File: config.mk
export PLATFORM = sky130hd
export DESIGN_NAME = mem_arbiter_flat
export DESIGN_NICKNAME = d
export VERILOG_FILES = /design/src/rtl/mem_arbiter_pkg.sv /design/src/rtl/mem_arbiter_if.sv /design/src/rtl/mem_arbiter_pick2.sv /design/src/rtl/mem_arbiter.sv /design/src/flat_wrapper.sv
export SDC_FILE = /design/constraint.sdc
export NUM_CORES = 1
export LEC_CHECK = 0
export ABC_CLOCK_PERIOD_IN_PS = 2950
export CORE_AREA = 2 2 103 105
export CTS_BUF_LIST = sky130_fd_sc_hd__clkbuf_4 sky130_fd_sc_hd__clkbuf_8
export CTS_CLUSTER_DIAMETER = 50
export DETAILED_ROUTE_END_ITERATION = 6
export DIE_AREA = 0 0 105 107
export PLACE_DENSITY = 0.63
export SLEW_MARGIN = 20
export SYNTH_ARGS = -nofsm -noshare
export SYNTH_HDL_FRONTEND = slang
export SYNTH_SLANG_ARGS = --single-unit
File: constraint.sdc
create_clock -name clk -period 2.95 [get_ports clk]
set_input_delay 0.7375 -clock clk [delete_from_list [all_inputs] [get_ports clk]]
set_output_delay 0.7375 -clock clk [all_outputs]
set_load 0.02 [all_outputs]
File: src/rtl/mem_arbiter_pkg.sv
// -----------------------------------------------------------------------------
// mem_arbiter_pkg
// Shared types and bus widths for the instruction/data memory arbiter.
//   CORE_ADDR_BUS_W / CORE_DATA_BUS : core-wide word-address and data widths
//   AW / DW                         : arbiter aliases of the above
//   arb_rsp_t                       : response FSM states
//   arb_src_t                       : requester identity (last-grant register)
// -----------------------------------------------------------------------------
package mem_arbiter_pkg;

  localparam int CORE_ADDR_BUS_W = 14;
  localparam int CORE_DATA_BUS   = 32;

  localparam int AW   = CORE_ADDR_BUS_W;
  localparam int DW   = CORE_DATA_BUS;
  localparam int WE_W = DW / 8;

  // Bit positions of each requester inside the req/gnt vectors.
  localparam int REQ_I = 0;
  localparam int REQ_D = 1;

  typedef enum logic [1:0] {
    RSP_NONE = 2'd0,
    RSP_I    = 2'd1,
    RSP_D    = 2'd2
  } arb_rsp_t;

  typedef enum logic {
    SRC_IMEM = 1'b0,
    SRC_DMEM = 1'b1
  } arb_src_t;

endpackage

File: src/rtl/mem_arbiter_if.sv
// -----------------------------------------------------------------------------
// Valid/ready bus interfaces used by mem_arbiter.
//   rv_if_da : request channel with address and data
//              (valid, addr, data : TX -> RX; ready : RX -> TX)
//   rv_if    : data-only channel
//              (valid, data : TX -> RX; ready : RX -> TX)
// -----------------------------------------------------------------------------
interface rv_if_da
  import mem_arbiter_pkg::*;
#(
  parameter int ADDR_W = CORE_ADDR_BUS_W,
  parameter int DATA_W = CORE_DATA_BUS
);
  logic              valid;
  logic              ready;
  logic [ADDR_W-1:0] addr;
  logic [DATA_W-1:0] data;

  modport TX (output valid, addr, data, input  ready);
  modport RX (input  valid, addr, data, output ready);
endinterface

interface rv_if
  import mem_arbiter_pkg::*;
#(
  parameter int DATA_W = CORE_DATA_BUS
);
  logic              valid;
  logic              ready;
  logic [DATA_W-1:0] data;

  modport TX (output valid, data, input  ready);
  modport RX (input  valid, data, output ready);
endinterface

File: src/rtl/mem_arbiter_pick2.sv
// -----------------------------------------------------------------------------
// arb_pick2
// Two-input grant picker for mem_arbiter.
//   clk, rst : clock / synchronous active-high reset (last-grant register only)
//   req[1:0] : request vector, bit REQ_I = imem, bit REQ_D = dmem
//   gnt[1:0] : one-hot grant (all-zero when nothing is requested)
// Build option MEM_ARB_RR_EN: ties alternate round-robin using a last-grant
// register (reset value imem, so dmem wins the first tie). Without it, dmem
// always wins ties and no state is kept.
// -----------------------------------------------------------------------------
module arb_pick2
  import mem_arbiter_pkg::*;
(
  input  logic       clk,
  input  logic       rst,
  input  logic [1:0] req,
  output logic [1:0] gnt
);

  logic w_tie;
  assign w_tie = &req;

`ifdef MEM_ARB_RR_EN
  arb_src_t r_last_gnt;

  // NOTE: every output gets a default before the if, so no latch is inferred.
  always_comb begin
    gnt = req;
    if (w_tie) begin
      gnt = (r_last_gnt == SRC_IMEM) ? 2'b10 : 2'b01;
    end
  end

  // Only tied cycles move the priority; uncontested grants leave it alone.
  always_ff @(posedge clk) begin
    if (rst) begin
      r_last_gnt <= SRC_IMEM;
    end else if (w_tie) begin
      r_last_gnt <= gnt[REQ_D] ? SRC_DMEM : SRC_IMEM;
    end
  end
`else
  always_comb begin
    gnt = req;
    if (w_tie) begin
      gnt = 2'b10;
    end
  end

  // Fixed priority keeps no state; clk/rst are only there for port parity.
  logic w_unused_clk_rst;
  assign w_unused_clk_rst = clk ^ rst;
`endif

endmodule

File: src/rtl/mem_arbiter.sv
// -----------------------------------------------------------------------------
// mem_arbiter
// Shares one single-port SRAM between an instruction-fetch port and a data
// load/store port, one access per cycle.
//   clk, rst        : clock / synchronous active-high reset
//   imem_req (RX)   : fetch request (addr; data ignored)
//   imem_rsp (TX)   : fetch read data, 1 cycle after grant (ready ignored)
//   dmem_req (RX)   : load/store request (addr, write data)
//   dmem_we         : byte strobes for dmem_req, all-zero = load
//   dmem_rsp (TX)   : load read data, 1 cycle after grant (ready ignored)
//   mem_en/we/addr/wdata : SRAM command, driven in the grant cycle
//   mem_rdata       : SRAM read data, valid 1 cycle after a read enable
//   imem_stall_cnt  : saturating count of cycles imem waited
// Build option MEM_ARB_RR_EN: round-robin tie break (see arb_pick2).
// -----------------------------------------------------------------------------
module mem_arbiter
  import mem_arbiter_pkg::*;
(
  input  logic            clk,
  input  logic            rst,
  rv_if_da.RX             imem_req,
  rv_if.TX                imem_rsp,
  rv_if_da.RX             dmem_req,
  input  logic [WE_W-1:0] dmem_we,
  rv_if.TX                dmem_rsp,
  output logic            mem_en,
  output logic [WE_W-1:0] mem_we,
  output logic [AW-1:0]   mem_addr,
  output logic [DW-1:0]   mem_wdata,
  input  logic [DW-1:0]   mem_rdata,
  output logic [15:0]     imem_stall_cnt
);

  localparam logic [15:0] STALL_MAX = 16'hFFFF;

  logic [1:0] w_req;
  logic [1:0] w_gnt;
  logic       w_dmem_store;
  arb_rsp_t   r_rsp_state;
  logic [15:0] r_stall_cnt;

  // Masking requests during reset forces readys, grants and mem_en low.
  assign w_req        = rst ? 2'b00 : {dmem_req.valid, imem_req.valid};
  assign w_dmem_store = (dmem_we != '0);

  arb_pick2 u_pick (
    .clk (clk),
    .rst (rst),
    .req (w_req),
    .gnt (w_gnt)
  );

  // Ready is the grant itself, so it can never rise without the matching valid.
  assign imem_req.ready = w_gnt[REQ_I];
  assign dmem_req.ready = w_gnt[REQ_D];

  always_comb begin
    mem_en    = 1'b0;
    mem_we    = '0;
    mem_addr  = '0;
    mem_wdata = '0;
    if (w_gnt[REQ_D]) begin
      mem_en    = 1'b1;
      mem_we    = dmem_we;
      mem_addr  = dmem_req.addr;
      mem_wdata = dmem_req.data;
    end else if (w_gnt[REQ_I]) begin
      mem_en    = 1'b1;
      mem_addr  = imem_req.addr;
    end
  end

  // Response FSM: remembers who owns the read data arriving next cycle.
  // NOTE: sequential state uses non-blocking assignments so all flops update together.
  always_ff @(posedge clk) begin
    if (rst) begin
      r_rsp_state <= RSP_NONE;
    end else if (w_gnt[REQ_I]) begin
      r_rsp_state <= RSP_I;
    end else if (w_gnt[REQ_D] && !w_dmem_store) begin
      r_rsp_state <= RSP_D;
    end else begin
      r_rsp_state <= RSP_NONE;
    end
  end

  always_ff @(posedge clk) begin
    if (rst) begin
      r_stall_cnt <= '0;
    end else if (imem_req.valid && !w_gnt[REQ_I] && (r_stall_cnt != STALL_MAX)) begin
      r_stall_cnt <= r_stall_cnt + 16'd1;
    end
  end

  // Gating with rst blanks a response whose grant came the cycle before reset.
  assign imem_rsp.valid = (r_rsp_state == RSP_I) && !rst;
  assign dmem_rsp.valid = (r_rsp_state == RSP_D) && !rst;
  assign imem_rsp.data  = imem_rsp.valid ? mem_rdata : '0;
  assign dmem_rsp.data  = dmem_rsp.valid ? mem_rdata : '0;
  assign imem_stall_cnt = rst ? 16'd0 : r_stall_cnt;

  // Fetch write data and both response readys have no function here.
  logic w_unused_inputs;
  assign w_unused_inputs = ^{imem_req.data, imem_rsp.ready, dmem_rsp.ready};

endmodule

File: src/flat_wrapper.sv
// flat-port wrapper written by rule: the top's interface ports become plain ports
module mem_arbiter_flat import mem_arbiter_pkg::*;
  (clk, rst, dmem_we, mem_en, mem_we, mem_addr, mem_wdata, mem_rdata, imem_stall_cnt, imem_req_valid, imem_req_addr, imem_req_data, imem_req_ready, imem_rsp_valid, imem_rsp_data, imem_rsp_ready, dmem_req_valid, dmem_req_addr, dmem_req_data, dmem_req_ready, dmem_rsp_valid, dmem_rsp_data, dmem_rsp_ready);
  rv_if_da imem_req_i ();
  rv_if imem_rsp_i ();
  rv_if_da dmem_req_i ();
  rv_if dmem_rsp_i ();
  input  logic clk;
  input  logic rst;
  input  logic [WE_W-1:0] dmem_we;
  output logic mem_en;
  output logic [WE_W-1:0] mem_we;
  output logic [AW-1:0] mem_addr;
  output logic [DW-1:0] mem_wdata;
  input  logic [DW-1:0] mem_rdata;
  output logic [15:0] imem_stall_cnt;
  input wire logic [$bits(imem_req_i.valid)-1:0] imem_req_valid;
  input wire logic [$bits(imem_req_i.addr)-1:0] imem_req_addr;
  input wire logic [$bits(imem_req_i.data)-1:0] imem_req_data;
  output wire logic [$bits(imem_req_i.ready)-1:0] imem_req_ready;
  output wire logic [$bits(imem_rsp_i.valid)-1:0] imem_rsp_valid;
  output wire logic [$bits(imem_rsp_i.data)-1:0] imem_rsp_data;
  input wire logic [$bits(imem_rsp_i.ready)-1:0] imem_rsp_ready;
  input wire logic [$bits(dmem_req_i.valid)-1:0] dmem_req_valid;
  input wire logic [$bits(dmem_req_i.addr)-1:0] dmem_req_addr;
  input wire logic [$bits(dmem_req_i.data)-1:0] dmem_req_data;
  output wire logic [$bits(dmem_req_i.ready)-1:0] dmem_req_ready;
  output wire logic [$bits(dmem_rsp_i.valid)-1:0] dmem_rsp_valid;
  output wire logic [$bits(dmem_rsp_i.data)-1:0] dmem_rsp_data;
  input wire logic [$bits(dmem_rsp_i.ready)-1:0] dmem_rsp_ready;
  assign imem_req_i.valid = imem_req_valid;
  assign imem_req_i.addr = imem_req_addr;
  assign imem_req_i.data = imem_req_data;
  assign imem_req_ready = imem_req_i.ready;
  assign imem_rsp_valid = imem_rsp_i.valid;
  assign imem_rsp_data = imem_rsp_i.data;
  assign imem_rsp_i.ready = imem_rsp_ready;
  assign dmem_req_i.valid = dmem_req_valid;
  assign dmem_req_i.addr = dmem_req_addr;
  assign dmem_req_i.data = dmem_req_data;
  assign dmem_req_ready = dmem_req_i.ready;
  assign dmem_rsp_valid = dmem_rsp_i.valid;
  assign dmem_rsp_data = dmem_rsp_i.data;
  assign dmem_rsp_i.ready = dmem_rsp_ready;
  mem_arbiter u_core (.clk(clk), .rst(rst), .imem_req(imem_req_i), .imem_rsp(imem_rsp_i), .dmem_req(dmem_req_i), .dmem_we(dmem_we), .dmem_rsp(dmem_rsp_i), .mem_en(mem_en), .mem_we(mem_we), .mem_addr(mem_addr), .mem_wdata(mem_wdata), .mem_rdata(mem_rdata), .imem_stall_cnt(imem_stall_cnt));
endmodule
### Word-level counts from Yosys, hierarchy flattened

Index checks and enable logic that the tools add are counted.

* $mul: 0
* add/sub/neg operators: 1
* equal/unequal tests: 3
* magnitude comparators: 0
* reduce and logical (&&, ||, !) cells: 11
* shift-type cells: 0
* divide/modulo/power cells: 0
* mux-type cells: 13
* bitwise logic cells: 0

Operator list (count)
* $mux W32: 3
* $mux W14: 2
* $add A16 B1 Y16 const B: 1
* $mux W16: 1
* $ne A16 B16 Y1 const B: 1
* $mux W2: 3
* $logic_and A1 B1 Y1: 5
* $mux W4: 1
* $reduce_bool A4 Y1: 1
* $logic_not A1 Y1: 3
* $mux W1: 3
* $eq A2 B1 Y1 const B: 1
* $eq A2 B2 Y1 const B: 1
* $reduce_and A2 Y1: 1
* $reduce_or A2 Y1: 1

* logic and storage cells: 31
* memories: 0
* bits in writable memories: 0
* memory bits (read-only): 0
* latch bits: 0
* bits in registers: 18

### Depth between registers and ports, before layout

Gate-level depths: netlist (run 1).

* depth in word-level cells: 6
* mapped depth: 6
* gate-level depth less buffers: 5

### Hierarchy

Synthesis (run 1) repeated with hierarchy kept, for this count alone.

* cell total of the unflattened synthesis: 250
* area total of the unflattened synthesis: 1843.0 µm²

Modules (own cells, without submodules)
* mem_arbiter: seq. area each 360.3 µm², cells each 248, instances 1, area each 1833.0 µm²
* arb_pick2: seq. area each 0.0 µm², cells each 2, instances 1, area each 10.0 µm²

### Worst setup path after synthesis (run 1)

No wires, ideal clock.

* kind: input port to output port
* start point: input rst
* end point: output imem_rsp_data[22]
* cell stages on the path: 4
* path slack: 0.283 ns
* data arrival time: 1.930 ns
* path through: buf_2 -> nor3b_1 -> clkbuf_1 -> and2_1

* cells in the longest elaborated chain, start to end: 3

RTL lines
* start: declaration: RTL line flat_wrapper.sv:9 `input logic rst;`
* $logic_not A1 Y1: RTL line mem_arbiter.sv:96 `assign imem_rsp.valid = (r_rsp_state == RSP_I) && !rst;`
* $logic_and A1 B1 Y1: RTL line mem_arbiter.sv:96
* via imem_rsp_valid: RTL line flat_wrapper.sv:21 `output wire logic [$bits(imem_rsp_i.valid)-1:0] imem_rsp_valid;`
* $mux W32: RTL line mem_arbiter.sv:98 `assign imem_rsp.data = imem_rsp.valid ? mem_rdata : '0;`
* end: declaration: RTL line flat_wrapper.sv:22 `output wire logic [$bits(imem_rsp_i.data)-1:0] imem_rsp_data;`

The timed path passes the listed nets, and every way through them passes these cells.

### Worst setup path in the final report (run 1)

* start point: input dmem_req_valid
* end point: output mem_addr[6]

* cells in the longest elaborated chain, start to end: 5

RTL lines
* start: declaration: RTL line flat_wrapper.sv:24 `input wire logic [$bits(dmem_req_i.valid)-1:0] dmem_req_valid;`
* $mux W2 (*): RTL line mem_arbiter.sv:43 `assign w_req = rst ? 2'b00 : {dmem_req.valid, imem_req.valid};`
* $reduce_and A2 Y1: RTL line mem_arbiter_pick2.sv:21 `assign w_tie = &req;`
* $mux W2 (*): RTL line mem_arbiter_pick2.sv:45 `if (w_tie) begin`
* $mux W14: RTL line mem_arbiter.sv:67 `end else if (w_gnt[REQ_I]) begin`
* $mux W14 (*): RTL line mem_arbiter.sv:62 `if (w_gnt[REQ_D]) begin`
* end: declaration: RTL line flat_wrapper.sv:13 `output logic [AW-1:0] mem_addr;`

Every way passes the cells marked *; elsewhere a longest branch is shown, timed or not.

==> results.md, run 1 <==
* Via Count at 2662
* Worst setup EP type: output port
* Number of antenna violations at the first check in global routing at 0
* Met1 usage at 14.98%
* Rows at 37
* Sequential share of the synthesized area at 19.19%
* Layout area overhead at 126.8%
* Mux cell area share after synthesis at 6.529%
* Antenna Violating Nets Remaining at 0
* R2R Path Start: u_core.r_stall_cnt[0]$_SDFFE_PP0P_
* Pwr Total at 0.7810 mW
* CP max stage cell: clkdlybuf4s50_1
* Synthesis Warnings at 0
* Routed vias/inst at 4.259
* Fmax at 0.3594 GHz
* Top cells by area, synth: and2_1 (34%), dfxtp_1 (19%), a22o_1 (6.5%)
* Unique masters post-synth at 34
* Xor-xnor portion of the synthesized cell area at 0%
* Cell-internal power at 0.5591 mW
* Mapped Nets at 392
* CTS tree: built
* Vias in the first global route at 2629
* FF-to-FF End: u_core.r_stall_cnt[8]$_SDFFE_PP0P_
* Cells after Synth at 257
* Fraction of layout cells with a size suffix above 1 at 18.40%
* Max_slew headroom at 40.28%
* Req. time, crit path at 2.21 ns
* Synth Area in Adders at 0.6662%
* Hold depth at 2
* Count leader, synth: and2_1
* Largest family of logic cells by synthesized area: simple AND/OR/NAND/NOR gates
* # setup viols final at 0
* Area leader, netlist: and2_1
* Switching Share at 28.42%
* Grt ovf at 0
* Critical Path, Cell by Cell: clkdlybuf4s50_1, nor2b_4, buf_6, a22o_1, clkdlybuf4s15_2
* EDFF count, synth at 0
* Clk root buf: clkbuf_8
* Placer Congestion at 0.8109
* Post-route minimum period at 2.782 ns
* Busiest layer in global routing: met2
* Final slew viol count at 0
* Worst-Margin Slew at 0.8884 ns
* Flops & latches, synth at 18
* RSZ-0062 raised after global routing: false
* Die H at 107 um
* Startpoint types: input pin
* PD cells at 183.3 nW/um^2
* I/O pin cnt at 269
* Ys async rst share at 0%
* Largest net degree at the start of global routing at 37
* 1st-iter DRT viols at 92
* Worst-case reg-to-reg path depth at 5
* Netlist Area Pre-Place at 1878 um^2
* Fraction of power consumed by the clock network at 25.6%
* Worst-path maximum fanout at 10
* First-pass iteration count of the detailed router at 4
* DIE AREA at 11240 um^2
* Port bufs at 234
* Yosys top cell area share at 33.98%
* Hold WC Path Type: flop to flop
* DRC at 0
* Maximum clock insertion buffer count at 2
* Post-Synth Simple-Gate Area at 58.09%
* Initial Utilization at 18.61%
* Number of buffers added to fix hold violations after cts at 0
* CTS Buf Count at 3
* Non-Filler Instances at 625
* Met2 Use GR at 26.53%
* Post-DR wirelength/cell at 13.66 um
* Reg power frac at 31.8%
* Reg2Reg Setup Slack at 0.73 ns
* Status: finished, final reports clean
* Final HPWL DP at 7320 um
* Core ar. at 10090 um^2
* Synth Flop Type: dfxtp_1
* Worst-Skew Late Latency at 0.25 ns
* Setup crit end: mem_addr[6]
* Global Route Usage Sum at 13.69%
* Net Sw Power at 0.2219 mW
* Logic pwr share at 42.6%
* Max cap viols at 0
* LEAKAGE at 2.066 nW
* Die W at 105 um
* Diodes inserted at 0
* Max Clock Skew at 0.005775 ns
* Met3 Resource Use GR at 3.708%
* Post-synth top cells: and2_1 (102), dfxtp_1 (18), nor2b_1 (17)
* Layout Nets at 625
* Synth Area in Compound Gates at 10.79%
* WL final at 8540 um
* Crit share post-route at 94.31%
* Slowest stage delay, CP at 0.51 ns
* Clk slew on worst S/H paths at 0.07 ns
* Wire length of the first global-routing pass at 12670 um
* CTS H-tree depth at 1
* Placed Cells at 621
* Setup bufs post-CTS at 0
* Syn Area/Cell at 7.308 um^2
* Peak supply drop at 0.1579 mV
* Crit path arrival time at 2.04 ns
* Clock Sinks at 18
* CP Class: input pin to output port
* CP Launch Point: dmem_req_valid
* Hold violation count in the final report at 0
layout make-up:
class	instances	area (um^2)
well taps	136	170.2
inverters	1	3.754
flip-flops and latches	18	360.3
clock buffers	4	55.05
fillers	1128	5832
repair buffers	248	2220
multi-input cells	218	1451
cell usage in the layout, fill, tap and decap left out, types with 3 or more instances in the layout:
| cell type | Yosys | layout |
|---|---|---|
| and2_1 | 102 | 102 |
| clkdlybuf4s50_1 | 0 | 98 |
| dlygate4sd2_1 | 0 | 67 |
| clkbuf_2 | 0 | 37 |
| dfxtp_1 | 18 | 18 |
| nor2b_1 | 17 | 16 |
| a22o_1 | 14 | 14 |
| nor2_1 | 13 | 13 |
| clkdlybuf4s15_1 | 0 | 13 |
| clkdlybuf4s15_2 | 0 | 11 |
| nand3_1 | 10 | 10 |
| nor3_1 | 10 | 10 |
| buf_4 | 1 | 7 |
| nand4_1 | 6 | 6 |
| mux2_2 | 6 | 6 |
| buf_2 | 5 | 6 |
| nand2_1 | 5 | 5 |
| o21ai_0 | 5 | 5 |
| clkbuf_8 | 0 | 4 |
| buf_6 | 0 | 4 |
| nor3b_2 | 0 | 3 |
| a21oi_1 | 3 | 3 |
| mux2_4 | 3 | 3 |
| buf_12 | 0 | 3 |
sequential cells by signal, indices dropped and copies added (netlist names):
register            flops
u_core.r_stall_cnt     16
u_core.r_rsp_state      2
logic make-up (layout without fill, tap and decap cells):
| group | count (synthesis) | count (layout) |
|---|---|---|
| DFF | 18 | 18 |
| and+or+nand+nor | 180 | 180 |
| muxes | 10 | 10 |
| AOI/OAI and AO/OA | 27 | 27 |
| buffers and inverters | 21 | 253 |
| adders and majority gates | 1 | 1 |
critical path: cells and delay by family:
kind | cells | cell delay, ns
buf+inv | 3 | 0.94
simple gates | 1 | 0.22
compound gates | 1 | 0.14
power groups by stage:
stage | clock (mW) | combinational [mW] | sequential, mW
after floorplan | 0 | 0.121 | 0.253
after global placement | 0 | 0.365 | 0.254
after detailed placement | 0 | 0.367 | 0.254
after CTS | 0.206 | 0.348 | 0.248
after global routing | 0.216 | 0.357 | 0.249
final | 0.200 | 0.333 | 0.248
per-stage QoR:
step | hold WS [ns] | cell area, um^2 | util [%] | setup slack [ns] | setup TNS (ns)
final | 0.5456 | 4260 | 42.21 | 0.1678 | 0
after global routing | 0.5942 | 4260 | 42.21 | 0.09268 | 0
after CTS | 0.5467 | 4439 | 43.99 | 0.0001423 | 0
after detailed placement | 0.5334 | 4466 | 44.25 | -0.3668 | -33.84
after global placement | 0.5152 | 4466 | 44.25 | -0.3615 | -32.15
after floorplan | 0.4916 | 1878 | - | 0.2826 | 0
worst min path at each step:
| stage | slack (ns) | end | start |
|---|---|---|---|
| 3_5_place_dp | 0.53 | u_core.r_stall_cnt[0]$_SDFFE_PP0P_ | u_core.r_stall_cnt[0]$_SDFFE_PP0P_ |
| 2_1_floorplan | 0.49 | u_core.r_stall_cnt[0]$_SDFFE_PP0P_ | u_core.r_stall_cnt[0]$_SDFFE_PP0P_ |
| 5_1_grt | 0.59 | u_core.r_stall_cnt[0]$_SDFFE_PP0P_ | u_core.r_stall_cnt[0]$_SDFFE_PP0P_ |
| 3_3_place_gp | 0.52 | u_core.r_stall_cnt[0]$_SDFFE_PP0P_ | u_core.r_stall_cnt[0]$_SDFFE_PP0P_ |
| 4_1_cts | 0.55 | u_core.r_stall_cnt[0]$_SDFFE_PP0P_ | u_core.r_stall_cnt[0]$_SDFFE_PP0P_ |
| 6_report | 0.55 | u_core.r_stall_cnt[0]$_SDFFE_PP0P_ | u_core.r_stall_cnt[0]$_SDFFE_PP0P_ |
layer usage:
metal	vias up	share of wire (%)
li1	1351	-
met1	1171	38
met2	132	52
met3	8	8.8
met4	0	0.95
met5	-	0
timing repair:
| action | CTS | global route |
|---|---|---|
| gates resized for setup | 194 | 74 |
| endpoints found under the setup margin | 134 | 72 |
| pin swaps | 2 | 1 |
| cloned | 0 | 0 |
Note: power is estimated with default switching activity, not from simulation.
==> run 2, diff against run 1 <==
--- a/config.mk
+++ b/config.mk
@@ -6,12 +6,15 @@
 export NUM_CORES = 1
 export LEC_CHECK = 0
 export ABC_CLOCK_PERIOD_IN_PS = 2950
-export CORE_AREA = 2 2 103 105
+export CELL_PAD_IN_SITES_DETAIL_PLACEMENT = 0
+export CELL_PAD_IN_SITES_GLOBAL_PLACEMENT = 2
+export CORE_MARGIN = 10
+export CORE_UTILIZATION = 11
 export CTS_BUF_LIST = sky130_fd_sc_hd__clkbuf_4 sky130_fd_sc_hd__clkbuf_8
 export CTS_CLUSTER_DIAMETER = 50
 export DETAILED_ROUTE_END_ITERATION = 6
-export DIE_AREA = 0 0 105 107
-export PLACE_DENSITY = 0.63
+export PLACE_DENSITY = 0.85
+export RECOVER_POWER = 50
 export SLEW_MARGIN = 20
 export SYNTH_ARGS = -nofsm -noshare
 export SYNTH_HDL_FRONTEND = slang
==> run 2 against run 1 <==
  * Clock skew is 0.0023 ns lower
  * Hold slack better by 0.011 ns
  * Global-route usage shrank 3.7 points
  * First-iteration DRC count decreased by 1.1%
  * Non-clock buffer count increased by 5
  * Flip-flop and latch count is the same
  * Register-to-register slack gained 0.44 ns
  * Utilization is 15 points lower
  * Critical path type unchanged
  * Largest cell class unchanged
  * Largest power group unchanged
  * Highest routed layer unchanged
==> results.md, run 2 (synthesis gave the netlist of run 1 again) <==
* Largest regs: u_core.r_stall_cnt (16), u_core.r_rsp_state (2)
* I/O pin cnt at 269 (unchanged)
* Max_slew headroom at 66.04% (+26 points)
* Hold_sp: u_core.r_stall_cnt[0]$_SDFFE_PP0P_
* Hold depth at 2 (unchanged)
* Worst-case reg-to-reg path depth at 6 (+1)
* Most common cell after layout, fill and taps aside: and2_1
* Port bufs at 234 (unchanged)
* Diodes inserted at 0 (unchanged)
* Placer Congestion at 0.7780 (-4.1%)
* Hold Path End: u_core.r_stall_cnt[0]$_SDFFE_PP0P_
* RSZ-0062 raised after global routing: false
* First-pass iteration count of the detailed router at 4 (unchanged)
* Post-DR wirelength/cell at 16.78 um (+23%)
* Vias in the first global route at 3103 (+18%)
* Worst-path maximum fanout at 42 (+32)
* Die H at 150.7 um (+41%)
* Placed cell area at 4576 um^2 (+2.5%)
* LEAKAGE at 1.933 nW (-6.4%)
* Global Route Usage Sum at 9.956% (-3.7 points)
* Startpoint types: input pin
* Req. time, crit path at 2.21 ns (about the same)
* Reg2Reg Setup Slack at 1.17 ns (+0.44 ns)
* Rows at 47 (+27%)
* Antenna Violating Nets Remaining at 0 (unchanged)
* PD cells at 179.7 nW/um^2 (-2.0%)
* Die W at 150.7 um (+43%)
* Worst setup EP type: output port
* CP Class: input pin to output port
* Peak supply drop at 0.1135 mV (-28%)
* Worst-Skew Late Latency at 0.26 ns (about the same)
* DRC at 0 (unchanged)
* Clock Sinks at 18 (unchanged)
* Design Area, Final at 4472 um^2 (+5.0%)
* Number of antenna violations at the first check in global routing at 0 (unchanged)
* Layout area overhead at 138.1%
* Routed vias/inst at 3.826 (-10%)
* Post-route minimum period at 2.884 ns (+0.1016 ns)
* # setup viols final at 0 (unchanged)
* Via Count at 2732 (+2.6%)
* Status: finished, final reports clean
* Reg with most FFs: u_core.r_stall_cnt
* Crit share post-route at 97.75% (+3.4 points)
* CTS Buf Count at 3 (unchanged)
* Initial Utilization at 11.28% (-7.3 points)
* Max reg flops at 16 (unchanged)
* Hold WC Path Type: flop to flop
* Fmax at 0.3468 GHz (-3.5%)
* Final slew viol count at 0 (unchanged)
* 1st-iter DRT viols at 91 (-1.1%)
* Maximum clock insertion buffer count at 2 (unchanged)
* Largest net degree at the start of global routing at 43 (+16%)
* Crit path arrival time at 2.15 ns (+0.11 ns)
* Clk slew on worst S/H paths at 0.07 ns (about the same)
* Hold violation count in the final report at 0 (unchanged)
* Layout Nets at 630 (+0.80%)
* Clk root buf: clkbuf_8
* Max cap viols at 0 (unchanged)
* Slack of the critical path at 0.06625 ns (-0.1016 ns)
* Final HPWL DP at 10590 um (+45%)
* R2R Path Start: u_core.r_stall_cnt[0]$_SDFFE_PP0P_
* Place WS at -0.4255 ns (-0.05868 ns)
* Util after Layout at 26.87% (-15 points)
* DIE AREA at 22700 um^2 (+100%)
* WL final at 11980 um (+40%)
* Fraction of layout cells with a size suffix above 1 at 19.23% (+0.83 points)
* Hold slack at 0.5566 ns (+0.01096 ns)
* Core ar. at 16640 um^2 (+65%)
* Commonest non-fill, non-tap cells in the layout: and2_1 (101), clkdlybuf4s50_1 (99), dlygate4sd2_1 (45)
* CP Launch Point: dmem_req_valid
* CTS tree: built
* Grt ovf at 0 (unchanged)
* Max Clock Skew at 0.003467 ns (-0.002308 ns)
* FF-to-FF End: u_core.r_stall_cnt[8]$_SDFFE_PP0P_
* Wire length of the first global-routing pass at 17910 um (+41%)
* Worst-Margin Slew at 0.5052 ns (-0.3832 ns)
* CTS H-tree depth at 1 (unchanged)
[run 2: changes by cell type in the layout (fill, tap and decap cells not counted), sizes merged]
cell,change
clkdlybuf4s15,+24
dlygate4sd2,-22
buf,+15
clkbuf,-12
dlymetal6s2s,-2
clkdlybuf4s50,+1
dlygate4sd3,+1
[run 2: repair_timing]
| action | 4_1_cts | 5_1_grt |
|---|---|---|
| hold buffers | 0 | 0 |
| cloned | 1 | 0 |
| resized for setup | 290 | 49 |
| endpoints found under the setup margin | 130 | 39 |
| buffers inserted | 2 | 0 |
| pin swaps | 1 | 0 |
[run 2: cell type report]
cell class              instances  area (um^2)
fillers                      1820        12170
repair buffers                253         2322
multi-input cells             218         1455
flip-flops and latches         18        360.3
well taps                     220        275.3
clock buffers                   4        55.05
inverters                       1        3.754
[run 2: stage by stage]
step                TNS (ns)  cells  total power, mW
floorplan                  0    257           0.3742
global placement      -40.25    707           0.6265
detailed placement    -40.65    707           0.6300
CTS                        0    714           0.8271
global route               0    714           0.8540
finish                     0    714           0.8036
[run 2: metal layers]
layer  vias to the layer above  part of all wire, %  GRT usage (%)
li1                       1344                    -              -
met5                         -                    0              0
met4                         0                  1.3          1.492
met3                        10                   12          5.702
met2                       144                   52          18.06
met1                      1234                   34          9.854
[run 2: how the worst max path moves through the flow]
stage               slack [ns]                end  depth (start not counted)
floorplan                 0.28  imem_rsp_data[22]                          4
global placement         -0.41   dmem_rsp_data[0]                          6
detailed placement       -0.43   dmem_rsp_data[0]                          6
CTS                       0.02        mem_addr[3]                          5
global route             0.001      mem_wdata[13]                          5
finish                    0.07        mem_addr[3]                          5
[run 2: report_power, final]
part	total, mW	internal, mW	leakage [nW]	switching [mW]
clock	0.213	0.119	0.0288	0.0944
combinational	0.342	0.195	1.76	0.147
sequential	0.248	0.245	0.145	0.00290
[run 2: critical path, stage by stage]
cell	delay, ns
clkdlybuf4s50_1	0.51
nor2b_2	0.22
buf_12	0.20
a22o_1	0.16
clkdlybuf4s15_1	0.31
